===== src/rtl/regfile_wb_arbiter_pkg.sv =====
// Shared definitions for the register-file writeback arbiter.
// Holds the index/data widths, the architectural register count, the
// writeback entry carried through the per-requester buffers, and a helper
// that turns a register index into a scoreboard bit.
package regfile_wb_arbiter_pkg;

    localparam int REG_IDX_W = 4;
    localparam int DATA_W    = 32;
    localparam int NUM_REGS  = 16;

    typedef struct packed {
        logic [REG_IDX_W-1:0] rd;
        logic [DATA_W-1:0]    data;
    } wb_entry_t;

    // One-hot scoreboard mask for a register index; register 0 never tracks.
    function automatic logic [NUM_REGS-1:0] idx_onehot(input logic [REG_IDX_W-1:0] idx);
        logic [NUM_REGS-1:0] mask_s;
        if (idx == 4'd0) begin
            mask_s = 16'd0;
        end else begin
            mask_s = 16'd1 << idx;
        end
        return mask_s;
    endfunction

endpackage


===== src/rtl/regfile_wb_arbiter_wb_fifo.sv =====
// Per-requester writeback buffer.
// Ports:
//   clk, rst_n          clock, asynchronous active-low reset
//   push, push_entry    write one entry (caller guarantees not full)
//   pop                 drop the head entry (caller guarantees not empty)
//   full, empty, count  occupancy derived from the registered count
//   head                oldest entry
//   cmp_idx_a/b         register indices to look up in live entries
//   hit_a/b             some live entry targets cmp_idx_a/b
module wb_fifo
    import regfile_wb_arbiter_pkg::*;
#(
    parameter int  DEPTH = 2,
    localparam int PTR_W = $clog2(DEPTH),
    localparam int CNT_W = PTR_W + 1
) (
    input  logic                 clk,
    input  logic                 rst_n,
    input  logic                 push,
    input  wb_entry_t            push_entry,
    input  logic                 pop,
    output logic                 full,
    output logic                 empty,
    output logic [CNT_W-1:0]     count,
    output wb_entry_t            head,
    input  logic [REG_IDX_W-1:0] cmp_idx_a,
    input  logic [REG_IDX_W-1:0] cmp_idx_b,
    output logic                 hit_a,
    output logic                 hit_b
);

    wb_entry_t        entry_mem_r [DEPTH];
    logic [PTR_W-1:0] wr_ptr_r;
    logic [PTR_W-1:0] rd_ptr_r;
    logic [CNT_W-1:0] count_r;

    // Storage, pointers (wrap by natural overflow) and occupancy count.
    always_ff @(posedge clk or negedge rst_n) begin
        if (!rst_n) begin
            for (int i = 0; i < DEPTH; i++) begin
                entry_mem_r[i] <= '0;
            end
            wr_ptr_r <= '0;
            rd_ptr_r <= '0;
            count_r  <= '0;
        end else begin
            if (push) begin
                entry_mem_r[wr_ptr_r] <= push_entry;
                wr_ptr_r              <= wr_ptr_r + PTR_W'(1);
            end
            if (pop) begin
                rd_ptr_r <= rd_ptr_r + PTR_W'(1);
            end
            case ({push, pop})
                2'b10:   count_r <= count_r + CNT_W'(1);
                2'b01:   count_r <= count_r - CNT_W'(1);
                default: count_r <= count_r;
            endcase
        end
    end

    assign full  = (count_r == CNT_W'(DEPTH));
    assign empty = (count_r == CNT_W'(0));
    assign count = count_r;
    assign head  = entry_mem_r[rd_ptr_r];

    // Search only the live window [rd_ptr, rd_ptr+count) for pending targets.
    always_comb begin
        hit_a = 1'b0;
        hit_b = 1'b0;
        for (int i = 0; i < DEPTH; i++) begin
            hit_a = hit_a | ((CNT_W'(i) < count_r) &&
                             (entry_mem_r[rd_ptr_r + PTR_W'(i)].rd == cmp_idx_a));
            hit_b = hit_b | ((CNT_W'(i) < count_r) &&
                             (entry_mem_r[rd_ptr_r + PTR_W'(i)].rd == cmp_idx_b));
        end
    end

endmodule


===== src/rtl/regfile_wb_arbiter.sv =====
// Register-file writeback arbiter with pending-write scoreboard.
// Two writeback sources (req0 = ALU, req1 = load) each feed a small buffer;
// a round-robin arbiter drains one entry per cycle into a registered write
// port. A scoreboard of reserved destinations plus the buffered entries
// answers "does this source register still have a write in flight".
// Ports:
//   clk, rst_n                          clock, asynchronous active-low reset
//   reqN_valid/ready/rd/data            writeback handshake per source
//   wen, write_Rd, write_data           registered register-file write port
//   rsv_valid, rsv_rd                   destination reservation from issue
//   read_Ra/Rb -> busy_Ra/Rb            source hazard lookup (combinational)
module regfile_wb_arbiter
    import regfile_wb_arbiter_pkg::*;
#(
    parameter int FIFO_DEPTH = 2,
    parameter int NUM_REGS   = 16
) (
    input  logic        clk,
    input  logic        rst_n,
    input  logic        req0_valid,
    output logic        req0_ready,
    input  logic [3:0]  req0_rd,
    input  logic [31:0] req0_data,
    input  logic        req1_valid,
    output logic        req1_ready,
    input  logic [3:0]  req1_rd,
    input  logic [31:0] req1_data,
    output logic        wen,
    output logic [3:0]  write_Rd,
    output logic [31:0] write_data,
    input  logic        rsv_valid,
    input  logic [3:0]  rsv_rd,
    input  logic [3:0]  read_Ra,
    input  logic [3:0]  read_Rb,
    output logic        busy_Ra,
    output logic        busy_Rb
);

    localparam int CNT_W = $clog2(FIFO_DEPTH) + 1;

    logic                full0_s, full1_s, empty0_s, empty1_s;
    logic [CNT_W-1:0]    count0_s, count1_s;
    wb_entry_t           head0_s, head1_s, head_sel_s;
    logic                hit0_a_s, hit0_b_s, hit1_a_s, hit1_b_s;
    logic                push0_s, push1_s;
    logic                grant0_s, grant1_s, any_grant_s;
    logic                prefer1_r;
    logic                wen_r;
    logic [3:0]          write_rd_r;
    logic [31:0]         write_data_r;
    logic [NUM_REGS-1:0] pending_r;
    logic [NUM_REGS-1:0] set_mask_s, clr_mask_s;

    // Ready is gated by rst_n so it reads 0 for the whole reset interval.
    assign req0_ready = rst_n & ~full0_s;
    assign req1_ready = rst_n & ~full1_s;
    assign push0_s    = req0_valid & req0_ready;
    assign push1_s    = req1_valid & req1_ready;

    wb_fifo #(.DEPTH(FIFO_DEPTH)) u_fifo0 (
        .clk        (clk),
        .rst_n      (rst_n),
        .push       (push0_s),
        .push_entry ('{rd: req0_rd, data: req0_data}),
        .pop        (grant0_s),
        .full       (full0_s),
        .empty      (empty0_s),
        .count      (count0_s),
        .head       (head0_s),
        .cmp_idx_a  (read_Ra),
        .cmp_idx_b  (read_Rb),
        .hit_a      (hit0_a_s),
        .hit_b      (hit0_b_s)
    );

    wb_fifo #(.DEPTH(FIFO_DEPTH)) u_fifo1 (
        .clk        (clk),
        .rst_n      (rst_n),
        .push       (push1_s),
        .push_entry ('{rd: req1_rd, data: req1_data}),
        .pop        (grant1_s),
        .full       (full1_s),
        .empty      (empty1_s),
        .count      (count1_s),
        .head       (head1_s),
        .cmp_idx_a  (read_Ra),
        .cmp_idx_b  (read_Rb),
        .hit_a      (hit1_a_s),
        .hit_b      (hit1_b_s)
    );

    // Round-robin grant: contention goes to the source not served last.
    always_comb begin
        grant0_s = 1'b0;
        grant1_s = 1'b0;
        if (!empty0_s && !empty1_s) begin
            grant0_s = ~prefer1_r;
            grant1_s = prefer1_r;
        end else if (!empty0_s) begin
            grant0_s = 1'b1;
        end else if (!empty1_s) begin
            grant1_s = 1'b1;
        end else begin
            grant0_s = 1'b0;
            grant1_s = 1'b0;
        end
    end

    assign any_grant_s = grant0_s | grant1_s;
    assign head_sel_s  = grant1_s ? head1_s : head0_s;

    // Scoreboard edits: a new reservation wins over a same-bit clear.
    assign set_mask_s = rsv_valid ? idx_onehot(rsv_rd) : 16'd0;
    assign clr_mask_s = any_grant_s ? idx_onehot(head_sel_s.rd) : 16'd0;

    // Round-robin pointer: after serving req0, prefer req1 next, and vice versa.
    always_ff @(posedge clk or negedge rst_n) begin
        if (!rst_n) begin
            prefer1_r <= 1'b0;
        end else if (any_grant_s) begin
            prefer1_r <= grant0_s;
        end else begin
            prefer1_r <= prefer1_r;
        end
    end

    // Write port register; rd=0 entries are consumed without a write.
    always_ff @(posedge clk or negedge rst_n) begin
        if (!rst_n) begin
            wen_r        <= 1'b0;
            write_rd_r   <= 4'd0;
            write_data_r <= 32'd0;
        end else if (any_grant_s && (head_sel_s.rd != 4'd0)) begin
            wen_r        <= 1'b1;
            write_rd_r   <= head_sel_s.rd;
            write_data_r <= head_sel_s.data;
        end else begin
            wen_r        <= 1'b0;
            write_rd_r   <= write_rd_r;
            write_data_r <= write_data_r;
        end
    end

    // Pending-destination mask.
    always_ff @(posedge clk or negedge rst_n) begin
        if (!rst_n) begin
            pending_r <= 16'd0;
        end else begin
            pending_r <= (pending_r & ~clr_mask_s) | set_mask_s;
        end
    end

    assign wen        = wen_r;
    assign write_Rd   = write_rd_r;
    assign write_data = write_data_r;

    assign busy_Ra = (read_Ra != 4'd0) && (pending_r[read_Ra] || hit0_a_s || hit1_a_s);
    assign busy_Rb = (read_Rb != 4'd0) && (pending_r[read_Rb] || hit0_b_s || hit1_b_s);

endmodule


===== config.mk =====
export PLATFORM = sky130hd
export DESIGN_NAME = regfile_wb_arbiter
export DESIGN_NICKNAME = d
export VERILOG_FILES = /design/src/rtl/regfile_wb_arbiter_pkg.sv /design/src/rtl/regfile_wb_arbiter_wb_fifo.sv /design/src/rtl/regfile_wb_arbiter.sv
export SDC_FILE = /design/constraint.sdc
export NUM_CORES = 1
export LEC_CHECK = 0
export ABC_AREA = 1
export CAP_MARGIN = 20
export CORE_UTILIZATION = 50
export CTS_CLUSTER_DIAMETER = 100
export DETAILED_ROUTE_END_ITERATION = 8
export GPL_TIMING_DRIVEN = 0
export PLACE_DENSITY = 0.76
export SYNTH_ARGS = -nofsm -noshare
export SYNTH_HDL_FRONTEND = slang
export SYNTH_SLANG_ARGS = --single-unit

===== constraint.sdc =====
create_clock -name clk -period 1.9 [get_ports clk]
set_clock_uncertainty 0.05 [all_clocks]
set_input_delay 0.285 -clock clk [delete_from_list [all_inputs] [get_ports clk]]
set_output_delay 0.285 -clock clk [all_outputs]
set_load 0.05 [all_outputs]

=== Word-level counts from Yosys, hierarchy flattened ===
Cells that the tools add are included.
Widths: inputs -> output; s select.

* Register bits after elaboration: 206
* Input port bits: 89
* Output and inout bits: 41

* Add/sub/neg operators: 8
* Magnitude comparators: 14
* Equal/unequal tests: 14
* Shift operators: 2
* Multiplexer cells: 35
* Bitwise logic cells: 21
* Reduce and logical (&&, ||, !) cells: 29

{| class="wikitable"
|+ Operators with widths
! kind !! count
|-
| $mux 36 || 15
|-
| $bwmux 72 || 2
|-
| $demux 36 s1 || 2
|-
| $mux 16 || 4
|-
| $eq 4x4->1 || 8
|-
| $shl 1x4->16 const A || 2
|-
| $and 16x16->16 || 1
|-
| $not 16->16 || 1
|-
| $or 16x16->16 || 1
|-
| $logic_and 1x1->1 || 14
|-
| $ge 2x2->1 const B || 6
|-
| $not 1->2 || 6
|-
| $reduce_bool 4->1 || 3
|-
| $lt 4x5->1 const B || 2
|-
| $bmux 1 s4 || 2
|-
| $eq 2x2->1 const B || 4
|-
| $logic_not 4->1 || 2
|-
| $lt 1x2->1 const A || 4
|-
| $mux 1 || 8
|-
| $pmux 2 s2 || 2
|-
| $or 1x1->1 || 5
|-
| $add 1x1->1 const B || 4
|-
| $add 2x1->2 const B || 2
|-
| $and 1x1->1 || 4
|-
| other kinds (8) || 19
|}

=== Longest topological paths before layout ===
Gate-level depths: netlist of run 1.

* Word-level depth: 11
* Mapped depth: 13
* Gate-level depth less buffers: 13

=== Modules after synthesis ===
Synthesis of run 1 repeated with hierarchy kept, for this count alone.

* Cell total of the unflattened synthesis: 1487
* Area, all modules: 10802.9 um^2

{| class="wikitable"
|+ Modules (own cells, without submodules)
! module !! times used !! cells an instance !! area each (um^2)
|-
| wb_fifo (u_fifo1) || 1 || 503 || 3900.0
|-
| wb_fifo (u_fifo0) || 1 || 504 || 3753.6
|-
| regfile_wb_arbiter || 1 || 480 || 3149.3
|}

=== Worst setup path after synthesis of run 1 ===
Ideal clock, no wire load.

* Path type: register -> register
* Start: register u_fifo0.count_r[0], in the netlist u_fifo0.count[0]
* End: register u_fifo0.entry_mem_r[61] (netlist bit)
* Setup time: 0.131 ns
* Arrival: 2.267 ns
* Path slack: -0.548 ns
* Cell stages (with the launch flop): 10
* Path buffers: 2
* Cells stage by stage: dfrtp_1 -> inv_1 -> ha_1 -> nor2_1 -> nand2_1 -> or2_1 -> clkbuf_1 -> clkbuf_1 -> nand2_1 -> o21ai_0

* Word-level cells in the longest chain between the ends: 4

{| class="wikitable"
|+ RTL lines
! element !! RTL line !! text
|-
| start, declared || regfile_wb_arbiter_wb_fifo.sv:35 || <nowiki>logic [CNT_W-1:0] count_r;</nowiki>
|-
| start signal, assigned || regfile_wb_arbiter_wb_fifo.sv:55 || <nowiki>2'b10: count_r <= count_r + CNT_W'(1);</nowiki>
|-
| start signal, assigned || regfile_wb_arbiter_wb_fifo.sv:56 || <nowiki>2'b01: count_r <= count_r - CNT_W'(1);</nowiki>
|-
| start signal, assigned || regfile_wb_arbiter_wb_fifo.sv:57 || <nowiki>default: count_r <= count_r;</nowiki>
|-
| $eq 2x2->1 || regfile_wb_arbiter_wb_fifo.sv:62 || <nowiki>assign full = (count_r == CNT_W'(DEPTH));</nowiki>
|-
| $not 1->1 || regfile_wb_arbiter.sv:55 || <nowiki>assign req0_ready = rst_n & ~full0_s;</nowiki>
|-
| $and 1x1->1 || regfile_wb_arbiter.sv:55 ||
|-
| named net req0_ready || regfile_wb_arbiter.sv:21 || <nowiki>output logic req0_ready,</nowiki>
|-
| $and 1x1->1 || regfile_wb_arbiter.sv:57 || <nowiki>assign push0_s = req0_valid & req0_ready;</nowiki>
|-
| end signal, assigned by index || regfile_wb_arbiter_wb_fifo.sv:48 || <nowiki>entry_mem_r[wr_ptr_r] <= push_entry;</nowiki>
|-
| end, declared || regfile_wb_arbiter_wb_fifo.sv:32 || <nowiki>wb_entry_t entry_mem_r [DEPTH];</nowiki>
|}

The timed path passes the listed nets, and every way through them passes these cells.
A chain may end at the register's enable or synchronous reset.

=== Worst setup path in the final report of run 1 ===
* Start: register u_fifo0.rd_ptr_r
* End: output busy_Ra

* Word-level cells in the longest chain between the ends: 11
* Elaborated cells on any way between the ends: 17
* Those cells by class: add/sub (1); eq/ne (2); mux (6); bitwise (3); reduce/logical (5)

{| class="wikitable"
|+ RTL lines
! element !! RTL line !! text
|-
| start, declared || regfile_wb_arbiter_wb_fifo.sv:34 || <nowiki>logic [PTR_W-1:0] rd_ptr_r;</nowiki>
|-
| start signal, assigned || regfile_wb_arbiter_wb_fifo.sv:52 || <nowiki>rd_ptr_r <= rd_ptr_r + PTR_W'(1);</nowiki>
|-
| $add 1x1->1 || regfile_wb_arbiter_wb_fifo.sv:73 || <nowiki>(entry_mem_r[rd_ptr_r + PTR_W'(i)].rd == cmp_idx_a));</nowiki>
|-
| $not 1->2 (not written as such) || regfile_wb_arbiter_wb_fifo.sv:73 ||
|-
| $mux 36 (not written as such) (3 in a row) || regfile_wb_arbiter_wb_fifo.sv:73 ||
|-
| $eq 4x4->1 || regfile_wb_arbiter_wb_fifo.sv:73 ||
|-
| $logic_and 1x1->1 || regfile_wb_arbiter_wb_fifo.sv:72 || <nowiki>hit_a = hit_a | ((CNT_W'(i) < count_r) &&</nowiki>
|-
| $or 1x1->1 * || regfile_wb_arbiter_wb_fifo.sv:72 ||
|-
| $logic_or 1x1->1 * (2 in a row) || regfile_wb_arbiter.sv:157 || <nowiki>assign busy_Ra = (read_Ra != 4'd0) && (pending_r[read_Ra] || hit0_a_s || hit1_a_s);</nowiki>
|-
| $logic_and 1x1->1 * || regfile_wb_arbiter.sv:157 ||
|-
| end, declared || regfile_wb_arbiter.sv:35 || <nowiki>output logic busy_Ra,</nowiki>
|}

Mark *: on every way between the ends. The rest lies on a longest branch, timed or not. The select of a mux whose other input is x is not followed.

==> impl_metrics.json, run 1 <==
{
  "holdCritPathClass": "in2async",
  "ctsLongestPathBuffers": 3,
  "area_delta_synth_final_pct": 43.3,
  "overflow": 0,
  "syn_nets": 1406,
  "power.density_nw_per_um2": 2160,
  "cts_max_level": 1,
  "yosysWarnings": 0,
  "async_reset_ff_frac": 1.00,
  "core_um2": 19500,
  "finalNetCount": 1615,
  "gp_congestion": 0.948,
  "clk_latency_ns": 0.52,
  "ant_nets": 0,
  "ys_dominant_reg_cell": "dfrtp_1",
  "critPathRequiredTime_ns": 1.56,
  "start_kind": "flop",
  "register_area_um2": 5150,
  "num-fill-cells": 1371,
  "dp_hpwl_um": 19500,
  "drc": 0,
  "violations": "hold timing, setup timing",
  "yosysSeqAreaShare": 0.514,
  "utilization": 0.735,
  "drive_gt1_frac": 0.207,
  "synth_edf_count": 0,
  "num_vias": 10500,
  "grt_antenna_before_repair": 1,
  "critPathArrivalTime_ns": 2.27,
  "pre_cts_slack_ns": -1.22,
  "rsz0062_at_grt": "true",
  "fmax_mhz": 384,
  "crit_start": "u_fifo0.rd_ptr_r",
  "tritoncts": "yes",
  "critPathMaxFanout": 8,
  "holdWs_ns": -0.195,
  "worst-r2r-setup-slack_ns": -0.46,
  "worstSetupPathType": "reg2out",
  "period_needed_ns": 2.60,
  "drt_wl_total_um": 34500,
  "worst_pin_slew_ns": 0.657,
  "finalInstanceArea_um2": 14400,
  "multi_input_area_um2": 4900,
  "vdd.ir_drop.worst_uv": 1190,
  "wl_per_cell_um": 19.2,
  "cts-root-buf": "clkbuf_16",
  "die_h_um": 144,
  "hold_viol": 121,
  "start_util": 0.513,
  "synth.area.top_cells": "dfrtp_1 51%, nand2_1 19%, o21ai_0 9.1%",
  "yosysUniqueCellTypes": 28,
  "setup_violations": 99,
  "dpl_cell_area_um2": 11700,
  "crit_end": "busy_Ra",
  "r2r_start": "u_fifo1.count[0]",
  "p_leak_nw": 7.08,
  "antenna_cells": 0,
  "layout_setup_ws_ns": -0.705,
  "drt_iter0_drc": 1225,
  "drv_cap": 0,
  "worstReg2RegEnd": "pending_r[13]",
  "netlist_area_um2": 10000,
  "cts_hold_buf": 6,
  "cts_made_buffers": 23,
  "syn_inst": 1309,
  "slew_viol_final": 0,
  "synth_top_area_share": 0.514,
  "syn_avg_cell_area_um2": 7.66,
  "setup_tns_ns": -22.67,
  "reg2reg_depth": 10,
  "yosys_register_bits": 206,
  "layout.cells.most_common_list": "400 x nand2_1, 206 x dfrtp_1, 122 x nand3_1",
  "portBuffers": 128,
  "fin_crit_sh": 1.37,
  "die_area_um2": 20600,
  "yosys.area.top_type": "dfrtp_1",
  "viasPerCell": 5.82,
  "grt_pass1_vias": 9583,
  "clock-sinks": 206,
  "max_slew_margin": 0.562,
  "outcome": "complete, but fails checks",
  "grt_max_degree": 62,
  "clk_pin_slew_worst_paths_ns": 0.06,
  "track_usage": 0.307,
  "grt_first_pass_wirelength_um": 48800,
  "io_pins": 130,
  "layout_commonest_cell": "nand2_1",
  "end_kind": "primary output",
  "die_x_um": 144,
  "drt_pre_antenna_iters": 6,
  "rows": 51
}
==> cell type report <==
| class | count | share of cell area |
|---|---|---|
| buffer | 67 | 0.0402 |
| tap | 265 | 0.0231 |
| multi-input combinational | 922 | 0.341 |
| clock buffer | 31 | 0.0443 |
| timing repair buffer | 187 | 0.151 |
| sequential | 206 | 0.359 |
| clock inverter | 10 | 0.0112 |
| inverter | 111 | 0.0302 |
==> cell usage after synthesis (3+ instances only) <==
master and instances:
nand2_1 502, dfrtp_1 206, o21ai_0 183, nand3_1 124, inv_1 108, clkbuf_1 56
nor2_1 33, nand4_1 32, o21ai_1 10, ha_1 8, xor2_1 6, buf_1 5
buf_2 5, a21oi_1 4, buf_6 4, xnor2_1 4, inv_2 3, o21ai_2 3
==> cells by family (layout without fill, tap and decap cells) <==
logic type | count (synthesis) | count (layout) | share of synthesized area
buffers and inverters | 183 | 406 | 0.0729
DFF | 206 | 206 | 0.514
xor gates and xnor gates | 10 | 10 | 0.00874
and+or+nand+nor | 700 | 702 | 0.290
AOI/OAI and AO/OA | 202 | 202 | 0.104
adders and majority gates | 8 | 8 | 0.00999
==> metal layers <==
layer / track usage / vias up / wire (um)
met4: 0.130 / 0 / 1300
li1: - / 4631 / -
met3: 0.0463 / 127 / 3300
met5: 0 / - / 0
met1: 0.414 / 4998 / 13600
met2: 0.494 / 707 / 16300
==> what timing repair did <==
item,in CTS,in global routing
hold endpoints to repair,145,121
cloned,7,10
pin swaps,11,35
setup buffers,28,15
setup endpoints to repair,244,149
gates resized for setup,205,298
==> report_power, final <==
part	leakage (nW)	switching (mW)	internal (mW)
registers	2.55	1.59	6.58
clock network	0.388	1.86	2.89
logic	4.15	11.1	7.07
==> critical path, cell delays in order (launching register included) <==
cell	delay, ns
dfrtp_1	0.36
buf_6	0.16
buf_4	0.12
nand2_1	0.05
o21ai_1	0.22
o21ai_1	0.12
nor2_1	0.17
nand3_1	0.14
nand2_1	0.12
nor2_2	0.05
nor2_4	0.11
buf_6	0.16
==> state kept, by name, indices dropped and copies added (netlist names) <==
register and count:
pending_r 16, prefer1_r 1, u_fifo0.count 2, u_fifo0.entry_mem_r 72
u_fifo0.rd_ptr_r 1, u_fifo0.wr_ptr_r 1, u_fifo1.count 2, u_fifo1.entry_mem_r 72
u_fifo1.rd_ptr_r 1, u_fifo1.wr_ptr_r 1, wen 1, write_Rd 4
write_data 32
==> through the flow <==
| stage | std cells | total power [mW] | hold WS, ns |
|---|---|---|---|
| 2_1_floorplan | 1309 | 16.5 | -0.0606 |
| 4_1_cts | 1783 | 28.2 | -0.161 |
| 5_1_grt | 1799 | 32.6 | -0.161 |
| 3_3_place_gp | 1702 | 20.1 | 0.412 |
| 3_5_place_dp | 1703 | 20.5 | 0.274 |
| 6_report | 1799 | 31.0 | -0.195 |
==> how the worst min path moves through the flow <==
stage | from | to | cells past startpoint
2_1_floorplan | rst_n | pending_r[0] | 0
3_3_place_gp | write_Rd[3] | write_Rd[3] | 2
3_5_place_dp | rst_n | write_data[25] | 1
4_1_cts | rst_n | u_fifo0.entry_mem_r[47] | 3
5_1_grt | rst_n | u_fifo0.entry_mem_r[0] | 3
6_report | rst_n | u_fifo0.entry_mem_r[0] | 3
(Power assumes the default switching activity.)
==> run 2, diff against run 1 <==
SLEW_MARGIN = 20   (was unset)
TNS_END_PERCENT = 50   (was unset)
==> impl_metrics.json, run 2 (synthesis results as in run 1) <==
{
  "grt_pass1_vias": 9159,
  "max_slew_margin": 0.589,
  "layout.cells.most_common_list": "486 x nand2_1, 206 x dfrtp_1, 176 x o21ai_0",
  "ctsLongestPathBuffers": 3,
  "start_util": 0.513,
  "dpl_cell_area_um2": 11800,
  "grt_first_pass_wirelength_um": 46700,
  "num-fill-cells": 1693,
  "drt_pre_antenna_iters": 5,
  "die_x_um": 144,
  "dp_hpwl_um": 19500,
  "die_area_um2": 20600,
  "cts_max_level": 1,
  "power.density_nw_per_um2": 1960,
  "antenna_cells": 0,
  "rows": 51,
  "worstSetupPathType": "reg2out",
  "r2r_start": "u_fifo0.count[0]",
  "grt-busiest-layer": "met2",
  "slew_viol_final": 0,
  "area_delta_synth_final_pct": 29.7,
  "met1_usage": 0.406,
  "min_from": "req0_data[25]",
  "critPathMaxFanout": 6,
  "setup_violations": 205,
  "critPathArrivalTime_ns": 2.15,
  "grt_antenna_before_repair": 0,
  "register_area_um2": 5150,
  "worst_pin_slew_ns": 0.616,
  "worstReg2RegEnd": "write_data[28]",
  "reg2reg_depth": 12,
  "grt_max_degree": 53,
  "gp_congestion": 0.920,
  "fin_crit_sh": 1.31,
  "drt_wl_total_um": 29000,
  "use_met3": 0.0403,
  "drive_gt1_frac": 0.108,
  "multi_input_area_um2": 4320,
  "whs_endpoint": "u_fifo0.entry_mem_r[61]",
  "outcome": "complete, but fails checks",
  "io_pins": 130,
  "finalNetCount": 1580,
  "vdd.ir_drop.worst_uv": 874,
  "holdCritPathClass": "in2reg",
  "layout_commonest_cell": "nand2_1",
  "viasPerCell": 5.41,
  "hold_viol": 0,
  "fmax_mhz": 402,
  "cts_made_buffers": 23,
  "worst-r2r-setup-slack_ns": -0.33,
  "clock-sinks": 206,
  "violations": "setup timing",
  "finalInstanceArea_um2": 13000,
  "track_usage": 0.293,
  "ant_nets": 0,
  "drc": 0,
  "tritoncts": "yes",
  "clk_latency_ns": 0.53,
  "clk_pin_slew_worst_paths_ns": 0.06,
  "end_kind": "primary output",
  "p_leak_nw": 6.55,
  "wl_per_cell_um": 16.4,
  "die_h_um": 144,
  "rsz0062_at_grt": "true",
  "hold_depth": 3,
  "portBuffers": 128,
  "period_needed_ns": 2.49,
  "overflow": 0,
  "drt_iter0_drc": 812,
  "finalPower_mw": 25.4,
  "layout_setup_ws_ns": -0.589,
  "num_vias": 9543,
  "grt_use_met2": 0.472,
  "cts-root-buf": "clkbuf_16",
  "core_um2": 19500,
  "critPathRequiredTime_ns": 1.56,
  "start_kind": "flop",
  "drv_cap": 0
}
[run 2: changes by cell type in the layout (fill, tap and decap cells not counted), moves of 18 or more]
| cell | previous run | this run |
|---|---|---|
| nand2_2 | 73 | 12 |
| o21ai_0 | 114 | 176 |
| o21ai_1 | 52 | 13 |
| nand2_4 | 29 | 6 |
| nand2_1 | 400 | 486 |
| buf_8 | 19 | 1 |
[run 2: timing repair]
action	4_1_cts	5_1_grt
cloned	3	0
gates resized for setup	122	76
setup buffers	8	5
pin swaps	10	10
hold endpoints to repair	80	105
hold buffers	5	1
setup endpoints to repair	244	207
[run 2: critical path, cell delays in order (launching register included)]
cell,delay (ns)
dfrtp_1,0.42
buf_6,0.16
buf_4,0.15
nand2_2,0.09
o21ai_4,0.09
inv_1,0.09
nor2_1,0.04
nor2_1,0.12
nand3_1,0.09
nand2_2,0.09
nor2_2,0.05
nor2_4,0.08
buf_6,0.16
[run 2: worst max-delay path by stage]
stage,from,to,slack (ns)
2_1_floorplan,u_fifo1.rd_ptr_r,busy_Ra,-0.08
3_3_place_gp,rst_n,u_fifo0.entry_mem_r[65],-8.54
3_5_place_dp,rst_n,u_fifo0.entry_mem_r[38],-1.29
4_1_cts,u_fifo0.rd_ptr_r,busy_Ra,-0.58
5_1_grt,u_fifo0.rd_ptr_r,busy_Ra,-0.68
6_report,u_fifo1.rd_ptr_r,busy_Rb,-0.59
[run 2: power by group]
group          internal, mW  leakage (nW)  switching [mW]
Clock                  2.45         0.353            1.83
Sequential             6.58          2.55            1.29
Combinational          4.49          3.64            8.80
Total                  13.5          6.55            11.9
[run 2: cell type report]
class,instances,share of cell area
Multi-Input combinational cell,920,0.332
Buffer,70,0.0332
Inverter,111,0.0324
Timing Repair Buffer,151,0.125
Clock inverter,6,0.00366
Sequential cell,206,0.396
Tap cell,265,0.0255
Clock buffer,35,0.0516
[run 2: routing by layer]
metal / vias to the layer above / routed length [um]
li1: 4548 / -
met4: 0 / 746
met3: 55 / 2140
met2: 386 / 13600
met1: 4554 / 12500
met5: - / 0
[run 2: metrics by stage]
step / worst slack, ns / utilization / hold slack (ns) / TNS, ns / instances
CTS: -0.579 / 0.658 / 0.260 / -85.70 / 1759
detailed placement: -1.29 / 0.602 / 0.169 / -199.05 / 1704
finish: -0.589 / 0.666 / 0.279 / -73.32 / 1764
global placement: -8.54 / 0.599 / 0.408 / -2957.06 / 1702
global route: -0.676 / 0.666 / 0.293 / -99.69 / 1764
floorplan: -0.0808 / - / -0.0606 / -0.0808 / 1309
==> run 3, diff against run 2 <==
CORE_UTILIZATION = 40   (was 50)
GPL_ROUTABILITY_DRIVEN = 0   (was unset)
PLACE_DENSITY = unset   (was 0.76)
==> impl_metrics.json, run 3 (synthesis results as in run 1) <==
{
  "outcome": "complete, but fails checks",
  "violations": "setup timing",
  "slew_viol_final": 0,
  "internal-power_mw": 15.4,
  "drt_wl_total_um": 31100,
  "p_sw_mw": 12.6,
  "antenna_cells": 0,
  "num-fill-cells": 2350,
  "clk_pin_slew_worst_paths_ns": 0.06,
  "max_slew_margin": 0.359,
  "rsz0062_at_grt": "true",
  "cpLargestDelayFamily": "simple AND/OR/NAND/NOR gates",
  "ant_nets": 0,
  "p_leak_nw": 6.79,
  "die_h_um": 160,
  "hold_viol": 0,
  "area_delta_synth_final_pct": 36.1,
  "grt_antenna_before_repair": 0,
  "num_vias": 9463,
  "setup_violations": 59,
  "register_area_um2": 5150,
  "finalNetCount": 1599,
  "wl_met2_um": 14300,
  "start_kind": "flop",
  "finalInstanceArea_um2": 13600,
  "finalPower_mw": 27.9,
  "die_x_um": 160,
  "rows": 57,
  "path_cells": "buf_6 -> inv_4 -> buf_6 -> nand2_1 -> nand3_1 -> nand2_1 -> nor2_1 -> nand3_1 -> nand3_1 -> nor2_2 -> nor2_2 -> buf_6",
  "worstSetupPathType": "reg2out",
  "io_pins": 130,
  "overflow": 0,
  "core_um2": 24500,
  "period_needed_ns": 2.47,
  "crit_buf_inv": 4,
  "critPathSlowestCell": "dfrtp_1",
  "multi_input_area_um2": 4370,
  "drv_cap": 0,
  "cpPeakStageDelay_ns": 0.40,
  "wl_per_cell_um": 16.9,
  "power_frac_seq": 0.281,
  "layout.cells.most_common_list": "482 x nand2_1, 206 x dfrtp_1, 154 x o21ai_0",
  "worst_pin_slew_ns": 0.959,
  "switching_share": 0.450,
  "drc": 0,
  "holdCritPathClass": "in2async",
  "vdd.ir_drop.worst_uv": 1050,
  "wl_met3_um": 1780,
  "die_area_um2": 25700,
  "fin_crit_sh": 1.30,
  "layout_setup_ws_ns": -0.570,
  "layout_commonest_cell": "nand2_1",
  "pre_cts_slack_ns": -1.24,
  "tritoncts": "yes",
  "power_frac_comb": 0.539,
  "start_util": 0.410,
  "portBuffers": 128,
  "power.density_nw_per_um2": 2050,
  "critPathArrivalTime_ns": 2.13,
  "fmax_mhz": 405,
  "clock-sinks": 206,
  "dp_hpwl_um": 20300,
  "ctsLongestPathBuffers": 3,
  "wl_met1_um": 14300,
  "critPathMaxFanout": 6,
  "cts_max_level": 1,
  "track_usage": 0.240,
  "drt_pre_antenna_iters": 5,
  "cts_made_buffers": 24,
  "clockPowerShare": 0.181,
  "grt_max_degree": 45,
  "end_kind": "primary output",
  "grt_pass1_vias": 9130,
  "clk_latency_ns": 0.52,
  "holdWs_ns": 0.105,
  "drt_iter0_drc": 684,
  "critPathRequiredTime_ns": 1.56,
  "dpl_cell_area_um2": 11800,
  "grt_first_pass_wirelength_um": 48700,
  "drive_gt1_frac": 0.128,
  "highest_layer": "met4",
  "cts-root-buf": "clkbuf_16",
  "viasPerCell": 5.13
}
## run 3: tightest hold or removal path: cells and delay by family
family / cells / cell delay (ns)
buf+inv: 5 / 0.74
## run 3: worst paths after layout
path	slack, ns	startpoint	end	depth (start not counted)
worst max-delay path	-0.57	u_fifo0.rd_ptr_r	busy_Ra	12
worst min-delay path	0.10	rst_n	u_fifo0.entry_mem_r[40]	5
worst max register to register	-0.38	u_fifo0.count[1]	write_data[13]	12
worst min register to register	0.42	write_Rd[2]	write_Rd[2]	2
max in group asynchronous	0.46	rst_n	u_fifo1.entry_mem_r[11]	5
min in group clk	0.27	req0_data[29]	u_fifo0.entry_mem_r[65]	3
## run 3: timing repair
action,in CTS,in global routing
hold buffers,11,0
gates cloned,5,5
gates resized for setup,139,126
endpoints found under the setup margin,244,182
hold endpoints to repair,76,0
buffers inserted,7,11
pin swaps,10,18
## run 3: layout make-up
type,count,area share
flip-flops and latches,206,0.378
plain buffers,70,0.0369
multi-input cells,920,0.321
well taps,324,0.0297
clock inverters,11,0.0127
clock buffers,33,0.0516
inverters,111,0.0315
repair buffers,169,0.139
## run 3: power groups by stage
stage | Clock [mW] | Sequential, mW | Combinational [mW]
after detailed placement | 0 | 7.83 | 12.7
final | 5.05 | 7.84 | 15.1
after global routing | 5.28 | 8.10 | 16.6
after floorplan | 0 | 8.87 | 7.58
after CTS | 5.12 | 7.80 | 13.3
after global placement | 0 | 7.82 | 12.5
## run 3: routing by layer
metal / track usage / vias to the layer above
li1: - / 4589
met1: 0.338 / 4556
met2: 0.385 / 278
met3: 0.0333 / 40
met4: 0.0723 / 0
met5: 0 / -
## run 3: through the flow
step	setup TNS [ns]	cells	util
6_report	-16.73	1844	0.558
5_1_grt	-24.42	1844	0.558
4_1_cts	-11.10	1828	0.541
3_5_place_dp	-198.75	1763	0.483
3_3_place_gp	-3100.07	1761	0.481
2_1_floorplan	-0.0808	1309	-
